`config.mk`:
```
export PLATFORM = sky130hd
export DESIGN_NAME = pe_border_os_flat
export DESIGN_NICKNAME = d
export VERILOG_FILES = /design/src/rtl/pe_border_os_if.sv /design/src/rtl/pe_border_os.sv /design/src/flat_wrapper.sv
export SDC_FILE = /design/constraint.sdc
export NUM_CORES = 1
export LEC_CHECK = 0
export BUFFER_PORTS_ARGS = -buffer_cell sky130_fd_sc_hd__buf_2
export CORE_ASPECT_RATIO = 0.7
export CORE_MARGIN = 2
export CORE_UTILIZATION = 40
export CTS_BUF_LIST = sky130_fd_sc_hd__clkbuf_16
export CTS_CLUSTER_DIAMETER = 50
export DETAILED_ROUTE_END_ITERATION = 7
export PLACE_DENSITY = 0.57
export SYNTH_ARGS = -nofsm -noshare
export SYNTH_HDL_FRONTEND = slang
export SYNTH_SLANG_ARGS = --single-unit
```
`constraint.sdc`:
```
create_clock -name clk -period 12.4 [get_ports clk]
set_input_delay 2.48 -clock clk [delete_from_list [all_inputs] [get_ports clk]]
set_output_delay 2.48 -clock clk [all_outputs]
set_load 0.03 [all_outputs]
```
`src/rtl/pe_border_os_if.sv`:
```
// Operand, control and result bundle of one border PE.
// No valid/ready handshake: every input is sampled on each rising edge and the array controller owns all sequencing.
interface pe_border_os_if #(
    parameter int IWIDTH = 8,
    parameter int OWIDTH = 24
);
    logic              mode;
    logic              sgn;
    logic              en_i, clr_i, en_w, clr_w, en_o, clr_o, ld_o, sh_o;
    logic [IWIDTH-1:0] ifm;
    logic [IWIDTH-1:0] wght;
    logic [OWIDTH-1:0] ofm;

    logic              en_i_d, clr_i_d, en_w_d, clr_w_d, en_o_d, clr_o_d, ld_o_d, sh_o_d;
    logic [IWIDTH-1:0] ifm_d;
    logic [IWIDTH-1:0] wght_d;
    logic [OWIDTH-1:0] ofm_d;
    logic              ovf;
    // Local accumulator, visible for debug only.
    logic [OWIDTH-1:0] acc;

    modport master (
        output mode, sgn, en_i, clr_i, en_w, clr_w, en_o, clr_o, ld_o, sh_o, ifm, wght, ofm,
        input  en_i_d, clr_i_d, en_w_d, clr_w_d, en_o_d, clr_o_d, ld_o_d, sh_o_d,
        input  ifm_d, wght_d, ofm_d, ovf, acc
    );

    modport slave (
        input  mode, sgn, en_i, clr_i, en_w, clr_w, en_o, clr_o, ld_o, sh_o, ifm, wght, ofm,
        output en_i_d, clr_i_d, en_w_d, clr_w_d, en_o_d, clr_o_d, ld_o_d, sh_o_d,
        output ifm_d, wght_d, ofm_d, ovf, acc
    );
endinterface

```
`src/rtl/pe_border_os.sv`:
```
// Border PE with weight-stationary pass-through and output-stationary accumulate/unload modes,
// signed/unsigned operands, optional saturation and a sticky overflow flag.
module pe_border_os #(
    parameter int IWIDTH = 8,
    parameter int OWIDTH = 24,
    parameter int SAT    = 1
) (
    input  logic           clk,
    input  logic           rst,
    pe_border_os_if.slave  bus
);
    localparam int PW = 2 * IWIDTH + 1;
    localparam int MW = 2 * IWIDTH + 2;
    localparam int SW = OWIDTH + 2;

    if (OWIDTH < PW) begin : g_width_check
        $error("pe_border_os: OWIDTH must be at least 2*IWIDTH+1");
    end

    logic [IWIDTH-1:0] ifm_q, ifm_d;
    logic [IWIDTH-1:0] wght_q, wght_d;
    logic [OWIDTH-1:0] ofm_q, ofm_d;
    logic [OWIDTH-1:0] acc_q, acc_d;
    logic              ovf_q, ovf_d;
    logic [7:0]        ctl_q, ctl_d;

    logic signed [MW-1:0] a_w, b_w, prod_full;
    logic [PW-1:0]        prod;
    logic [OWIDTH-1:0]    base, prod_o, sat_res, lo_bound, hi_bound;
    logic [SW-1:0]        base_x, prod_x, sum;
    logic                 oor, under, commit;

    always_comb begin
        ifm_d = ifm_q;
        if (bus.clr_i)     ifm_d = '0;
        else if (bus.en_i) ifm_d = bus.ifm;

        wght_d = wght_q;
        if (bus.clr_w)     wght_d = '0;
        else if (bus.en_w) wght_d = bus.wght;

        ctl_d = {bus.en_i, bus.clr_i, bus.en_w, bus.clr_w, bus.en_o, bus.clr_o, bus.ld_o, bus.sh_o};

        // Extend both operands to the full product width so the multiply is self-sized.
        a_w       = {{(IWIDTH + 2){bus.sgn & ifm_q[IWIDTH-1]}}, ifm_q};
        b_w       = {{(IWIDTH + 2){bus.sgn & wght_q[IWIDTH-1]}}, wght_q};
        prod_full = a_w * b_w;
        prod      = prod_full[PW-1:0];
        prod_o    = {{(OWIDTH - PW){bus.sgn & prod[PW-1]}}, prod};

        base   = bus.mode ? acc_q : bus.ofm;
        base_x = {{2{bus.sgn & base[OWIDTH-1]}}, base};
        prod_x = {{(SW - PW){prod[PW-1]}}, prod};
        sum    = base_x + prod_x;
        under  = sum[SW-1];

        // Two guard bits: the sum is in range when they agree with the result's top bit (signed) or are zero (unsigned).
        if (bus.sgn) begin
            oor      = (sum[SW-1:OWIDTH-1] != '0) && (sum[SW-1:OWIDTH-1] != '1);
            lo_bound = {1'b1, {(OWIDTH - 1){1'b0}}};
            hi_bound = {1'b0, {(OWIDTH - 1){1'b1}}};
        end else begin
            oor      = (sum[SW-1:OWIDTH] != '0);
            lo_bound = '0;
            hi_bound = '1;
        end
        sat_res = ((SAT != 0) && oor) ? (under ? lo_bound : hi_bound) : sum[OWIDTH-1:0];

        ofm_d  = ofm_q;
        acc_d  = acc_q;
        commit = 1'b0;
        if (!bus.mode) begin
            if (bus.clr_o) begin
                ofm_d = '0;
            end else if (bus.en_o) begin
                ofm_d  = sat_res;
                commit = 1'b1;
            end
        end else begin
            if (bus.clr_o) begin
                acc_d = '0;
                ofm_d = '0;
            end else if (bus.ld_o) begin
                // Restart keeps this cycle's product so accumulation can overlap the unload.
                ofm_d = acc_q;
                acc_d = bus.en_o ? prod_o : '0;
            end else begin
                if (bus.en_o) begin
                    acc_d  = sat_res;
                    commit = 1'b1;
                end
                if (bus.sh_o) ofm_d = bus.ofm;
            end
        end

        ovf_d = bus.clr_o ? 1'b0 : (ovf_q | (commit & oor));
    end

    always_ff @(posedge clk) begin
        if (rst) begin
            ifm_q  <= '0;
            wght_q <= '0;
            ofm_q  <= '0;
            acc_q  <= '0;
            ovf_q  <= 1'b0;
            ctl_q  <= '0;
        end else begin
            ifm_q  <= ifm_d;
            wght_q <= wght_d;
            ofm_q  <= ofm_d;
            acc_q  <= acc_d;
            ovf_q  <= ovf_d;
            ctl_q  <= ctl_d;
        end
    end

    assign bus.ifm_d   = ifm_q;
    assign bus.wght_d  = wght_q;
    assign bus.ofm_d   = ofm_q;
    assign bus.acc     = acc_q;
    assign bus.ovf     = ovf_q;
    assign bus.en_i_d  = ctl_q[7];
    assign bus.clr_i_d = ctl_q[6];
    assign bus.en_w_d  = ctl_q[5];
    assign bus.clr_w_d = ctl_q[4];
    assign bus.en_o_d  = ctl_q[3];
    assign bus.clr_o_d = ctl_q[2];
    assign bus.ld_o_d  = ctl_q[1];
    assign bus.sh_o_d  = ctl_q[0];
endmodule

```
`src/flat_wrapper.sv`:
```
// flat-port wrapper written by rule: the top's interface ports become plain ports
module pe_border_os_flat 
#(
    parameter int IWIDTH = 8,
    parameter int OWIDTH = 24,
    parameter int SAT    = 1
)
  (clk, rst, bus_mode, bus_sgn, bus_en_i, bus_clr_i, bus_en_w, bus_clr_w, bus_en_o, bus_clr_o, bus_ld_o, bus_sh_o, bus_ifm, bus_wght, bus_ofm, bus_en_i_d, bus_clr_i_d, bus_en_w_d, bus_clr_w_d, bus_en_o_d, bus_clr_o_d, bus_ld_o_d, bus_sh_o_d, bus_ifm_d, bus_wght_d, bus_ofm_d, bus_ovf, bus_acc);
  pe_border_os_if #(.IWIDTH(IWIDTH), .OWIDTH(OWIDTH)) bus_i ();
  input  logic clk;
  input  logic rst;
  input wire logic [$bits(bus_i.mode)-1:0] bus_mode;
  input wire logic [$bits(bus_i.sgn)-1:0] bus_sgn;
  input wire logic [$bits(bus_i.en_i)-1:0] bus_en_i;
  input wire logic [$bits(bus_i.clr_i)-1:0] bus_clr_i;
  input wire logic [$bits(bus_i.en_w)-1:0] bus_en_w;
  input wire logic [$bits(bus_i.clr_w)-1:0] bus_clr_w;
  input wire logic [$bits(bus_i.en_o)-1:0] bus_en_o;
  input wire logic [$bits(bus_i.clr_o)-1:0] bus_clr_o;
  input wire logic [$bits(bus_i.ld_o)-1:0] bus_ld_o;
  input wire logic [$bits(bus_i.sh_o)-1:0] bus_sh_o;
  input wire logic [$bits(bus_i.ifm)-1:0] bus_ifm;
  input wire logic [$bits(bus_i.wght)-1:0] bus_wght;
  input wire logic [$bits(bus_i.ofm)-1:0] bus_ofm;
  output wire logic [$bits(bus_i.en_i_d)-1:0] bus_en_i_d;
  output wire logic [$bits(bus_i.clr_i_d)-1:0] bus_clr_i_d;
  output wire logic [$bits(bus_i.en_w_d)-1:0] bus_en_w_d;
  output wire logic [$bits(bus_i.clr_w_d)-1:0] bus_clr_w_d;
  output wire logic [$bits(bus_i.en_o_d)-1:0] bus_en_o_d;
  output wire logic [$bits(bus_i.clr_o_d)-1:0] bus_clr_o_d;
  output wire logic [$bits(bus_i.ld_o_d)-1:0] bus_ld_o_d;
  output wire logic [$bits(bus_i.sh_o_d)-1:0] bus_sh_o_d;
  output wire logic [$bits(bus_i.ifm_d)-1:0] bus_ifm_d;
  output wire logic [$bits(bus_i.wght_d)-1:0] bus_wght_d;
  output wire logic [$bits(bus_i.ofm_d)-1:0] bus_ofm_d;
  output wire logic [$bits(bus_i.ovf)-1:0] bus_ovf;
  output wire logic [$bits(bus_i.acc)-1:0] bus_acc;
  assign bus_i.mode = bus_mode;
  assign bus_i.sgn = bus_sgn;
  assign bus_i.en_i = bus_en_i;
  assign bus_i.clr_i = bus_clr_i;
  assign bus_i.en_w = bus_en_w;
  assign bus_i.clr_w = bus_clr_w;
  assign bus_i.en_o = bus_en_o;
  assign bus_i.clr_o = bus_clr_o;
  assign bus_i.ld_o = bus_ld_o;
  assign bus_i.sh_o = bus_sh_o;
  assign bus_i.ifm = bus_ifm;
  assign bus_i.wght = bus_wght;
  assign bus_i.ofm = bus_ofm;
  assign bus_en_i_d = bus_i.en_i_d;
  assign bus_clr_i_d = bus_i.clr_i_d;
  assign bus_en_w_d = bus_i.en_w_d;
  assign bus_clr_w_d = bus_i.clr_w_d;
  assign bus_en_o_d = bus_i.en_o_d;
  assign bus_clr_o_d = bus_i.clr_o_d;
  assign bus_ld_o_d = bus_i.ld_o_d;
  assign bus_sh_o_d = bus_i.sh_o_d;
  assign bus_ifm_d = bus_i.ifm_d;
  assign bus_wght_d = bus_i.wght_d;
  assign bus_ofm_d = bus_i.ofm_d;
  assign bus_ovf = bus_i.ovf;
  assign bus_acc = bus_i.acc;
  pe_border_os #(.IWIDTH(IWIDTH), .OWIDTH(OWIDTH), .SAT(SAT)) u_core (.clk(clk), .rst(rst), .bus(bus_i));
endmodule
```
==> results.md <==
Status:
- The run finished with clean final reports.

Clocking:
- The clock tree buffer depth is 2.
- The clock tree from TritonCTS is yes.
- The number of setup buffers added after CTS is 0.
- Counting the buffers created by CTS gives 9.
- The clock net sink count is 73.
- The number of gates resized after cts is 0.
- The cell at the root of the clock tree is sky130_fd_sc_hd__clkbuf_16.
- The CTS clock-pin slew for the worst setup and hold paths is about 0.070 ns.
- For the worst-skew pair, the clock arrives at the later sink with an insertion delay of ~0.36 ns.
- The maximum level of the CTS H-tree is 3.
- The number of hold buffers added after CTS is 0.

Layout:
- The count of nets after finishing is roughly 1200.
- Compared with the post-synthesis result, the final layout area differs by 13.30%.
- The repair_antennas step left the layout with diodes totalling 0.
- The final instance area is around 9400 um2.
- The filler cell count is approximately 2000.
- The post-route netlist has approximately a fifth of its cells at a drive strength greater than 1.

Drt:
- The first detailed-routing pass ran for 5 iterations.
- Summing over every cut layer, the via total after detailed routing is around 7400.
- The routed design has ~24 mm of wire.
- The antenna violation net count after detailed routing is 0.
- The DRC violation total after the first TritonRoute iteration is 460.
- After detailed routing, the number of remaining DRC violations is 0.
- Dividing the detail-routed wire length by the instance count gives 17.68 um.
- Dividing the detail-routed via count by the number of cells gives ~5.6.

Critical path:
- The largest stage delay on the critical path is around 0.78 ns.
- The number of buffers and inverters on the critical path is 6.
- The highest-delay cell along the critical path is sky130_fd_sc_hd__a2111oi_0.
- The dominant delay contributor by cell family on the critical path is compound AO/OA/AOI/OAI gates.
- The data arrival time of the worst path is approximately 11 ns.
- The worst setup path is launched from an input port.
- The category of the worst setup path capture point is a flip-flop.
- In this run the critical register-to-register path is launched from u_core.bus.ifm_d[7]$_SDFFE_PP0P_.
- For the worst setup path, the data required time is roughly 13 ns.
- In this run the worst path has a maximum fanout of 35.
- The launch point of the worst path is bus_sgn.
- The setup slack on the worst flop-to-flop path is 3.07 ns.
- The critical path is of the in -> reg type.
- The cell repeated most along the worst path is sky130_fd_sc_hd__fa_1.

Logic synthesis:
- The synthesized-area fraction occupied by ao, oa, aoi and oai cells is about 22%.
- The gate count after technology mapping is 975.
- After synthesis, the cell types taking the most area are sky130_fd_sc_hd__dfxtp_1 (18%), sky130_fd_sc_hd__fa_1 (16%), sky130_fd_sc_hd__ha_1 (8.9%), sky130_fd_sc_hd__mux2_2 (5.4%), sky130_fd_sc_hd__inv_1 (4.7%).
- Sequential cells were found to cover between 10% and 20% of the synthesized design area.
- Summing the areas of all and, or, nand and nor instances in the mapped netlist gives 14.43% of the synthesized area.
- The synthesized net count is roughly 1200.
- The cell area after synthesis is approximately 8300 um2.
- By instance count, the leading cell after synthesis is sky130_fd_sc_hd__inv_1.
- The total number of yosys warnings is 0.
- After synthesis, the largest family of logic cells by area is adder cells.
- The fraction of registers with async set/reset is 0%.
- After synthesis the netlist holds a flip-flop and latch count of 73.
- Ranked by instance count, the synthesized netlist is headed by sky130_fd_sc_hd__inv_1 (103), sky130_fd_sc_hd__nand2_1 (93), sky130_fd_sc_hd__nor2_1 (86).
- The area fraction of the dominant cell type after synthesis is 17.65%.
- In this run, distinct cell masters in the synthesized netlist total 76.
- The synthesized design contains 0 enable-type register cells.
- The mux share of post-synthesis cell area is 8.643%.
- The most used flip-flop cell after synthesis is sky130_fd_sc_hd__dfxtp_1.
- Summing the areas of all xor and xnor instances in the mapped netlist gives ~4.0% of the synthesized area.
- The adder-cell area share of the yosys netlist is between 20% and 30%.
- The mean instance size in the synthesized netlist is approximately 8.5 um2.
- The cell accounting for the most synthesized area is sky130_fd_sc_hd__dfxtp_1.

Timing:
- Setup repair after global routing left no endpoint under its margin.
- The setup skew after layout is 0.01415 ns.
- The time the final worst path needs with I/O delays and setup is between 10 and 15 ns.
- The maximum achievable frequency is about 91 MHz.
- The share of the cycle needed by the critical path after routing is between 80% and 90%.
- The max-slew violation count came to 0.
- At the pin with the least slew margin, the transition time is about 1.1 ns.
- The number of hold violations in the final report is 0.
- Setup violations remaining at the end of the flow were counted as 0.
- Headroom to the max-slew limit came out at approximately 29%.
- The total negative slack for setup checks is 0 ns.

GRT:
- The number of antenna violations at the first check in global routing came to 0.
- The first global-routing pass estimated between 30 and 40 mm of wire.
- The number of global-route vias before repair is 7305.
- The remaining global-route overflow is 0.
- Global routing used between 20% and 30% of the available tracks across all layers.
- Entering global routing, the biggest net connects between 50 and 60 pins.

Placed design:
- After detailed placement, the total cell area comes to between 9000 and 10000 um2.
- The congestion estimate from routability-driven global placement came to 0.8319.
- The HPWL after detailed placement is 17.88 mm.
- Buffers placed on the I/O ports in this run total between 100 and 150.

Die:
- The placeable core region is between 20000 and 25000 um2.
- The die is 124.4 um tall.
- The number of ports placed on the die boundary is roughly 130.
- The number of placement rows is 43.
- The die is 176.0 um wide.
- Once the floorplan was initialized, standard cells occupied just over 40% of the core.
- The area enclosed by the die boundary is 21890 um2.

Power:
- The worst-case IR drop observed on VDD is between 0.05 and 0.06 mV.
- The leakage power of the design is between 4 and 5 nW.
- Power spread over the standard cell area amounts to between 80 and 90 nW/um2.

Hold path:
- The origin of the worst min-delay path is u_core.bus.ovf$_SDFF_PP0_.
- The worst hold path belongs to the class reg -> reg.

Job:
- The number of max-capacitance violations reported is 0.
-- cells in the final DEF (no fill, tap or decap), types with 9 or more instances in the layout --
cell / instances
sky130_fd_sc_hd__inv_1: 104
sky130_fd_sc_hd__mux2_2: 40
sky130_fd_sc_hd__mux2i_1: 24
sky130_fd_sc_hd__and2_1: 38
sky130_fd_sc_hd__a21oi_1: 48
sky130_fd_sc_hd__nor2_1: 86
sky130_fd_sc_hd__a311oi_1: 11
sky130_fd_sc_hd__a311oi_2: 10
sky130_fd_sc_hd__xnor2_1: 26
sky130_fd_sc_hd__a21o_1: 12
sky130_fd_sc_hd__ha_1: 59
sky130_fd_sc_hd__nand2_1: 93
sky130_fd_sc_hd__o211ai_1: 20
sky130_fd_sc_hd__dfxtp_1: 73
sky130_fd_sc_hd__o21ai_0: 33
sky130_fd_sc_hd__o21ai_1: 13
sky130_fd_sc_hd__buf_4: 9
sky130_fd_sc_hd__nor2b_1: 13
sky130_fd_sc_hd__a211oi_1: 16
sky130_fd_sc_hd__a221oi_1: 16
sky130_fd_sc_hd__buf_2: 124
sky130_fd_sc_hd__clkbuf_16: 9
sky130_fd_sc_hd__fa_1: 68
-- flip-flops by register name (all words and copies together) (netlist names) --
| signal | count |
|---|---|
| u_core.bus.ofm_d | 24 |
| u_core.bus.wght_d | 8 |
| u_core.bus.acc | 24 |
| u_core.bus.ovf | 1 |
| u_core.ctl_q | 8 |
| u_core.bus.ifm_d | 8 |
-- worst paths after layout --
check                                       to  cells past startpoint
max          u_core.bus.ofm_d[19]$_SDFFE_PP0P_                     32
min                  u_core.bus.ovf$_SDFF_PP0_                      1
max reg2reg  u_core.bus.ofm_d[19]$_SDFFE_PP0P_                     31
min reg2reg          u_core.bus.ovf$_SDFF_PP0_                      1
-- layout make-up --
class / instances / area (um2) / area share [%]
clock buffers: 9 / 225.2 / 2.401
clock inverters: 7 / 71.32 / 0.7602
inverters: 105 / 394.1 / 4.201
multi-input cells: 736 / 6203 / 66.12
flip-flops and latches: 73 / 1461 / 15.58
well taps: 270 / 337.8 / 3.601
repair buffers: 133 / 688.2 / 7.335
-- worst register-to-register path, delay by kind of cell (launching register included) --
family	cells	cell delay, ns
AND/OR/NAND/NOR	6	1.26
adder cells (fa/ha/maj)	7	3.13
XOR/XNOR	1	0.15
flip-flops	1	0.59
buffers and inverters	5	0.75
AO/OA/AOI/OAI	12	3.35
-- per-stage QoR --
step	setup slack [ns]	instances	hold slack, ns	power (mW)	utilization (%)
2_1_floorplan	2.201	975	0.5961	0.4186	-
3_3_place_gp	1.359	1317	0.4477	0.4829	45.27
3_5_place_dp	1.150	1317	0.4531	0.4831	45.27
4_1_cts	1.498	1333	0.4699	0.7641	46.75
5_1_grt	0.6859	1333	0.5088	0.7951	46.75
6_report	1.399	1333	0.4685	0.7573	46.75
-- per-layer routing --
layer / vias up / track usage (%) / wire length (um) / part of all wire, %
met5: - / 0 / 0 / 0
met4: 0 / 5.591 / 395 / 1.7
met3: 29 / 3.358 / 1232 / 5.2
met2: 209 / 33.72 / 9937 / 42
met1: 3613 / 33.70 / 12010 / 51
li1: 3548 / - / - / -
-- power breakdown --
group | total, mW | internal [mW] | leakage, nW | switching (mW)
Sequential | 0.261 | 0.247 | 0.597 | 0.0136
Clock | 0.277 | 0.156 | 0.145 | 0.121
Combinational | 0.219 | 0.0774 | 3.80 | 0.142
-- cells by family after synthesis --
group,Yosys count
buffers and inverters,166
flip-flops,73
multiplexers,66
AO/OA/AOI/OAI,246
XOR/XNOR,35
adder cells (fa/ha/maj),127
AND/OR/NAND/NOR,262
Power figures use the tool's default switching activity.
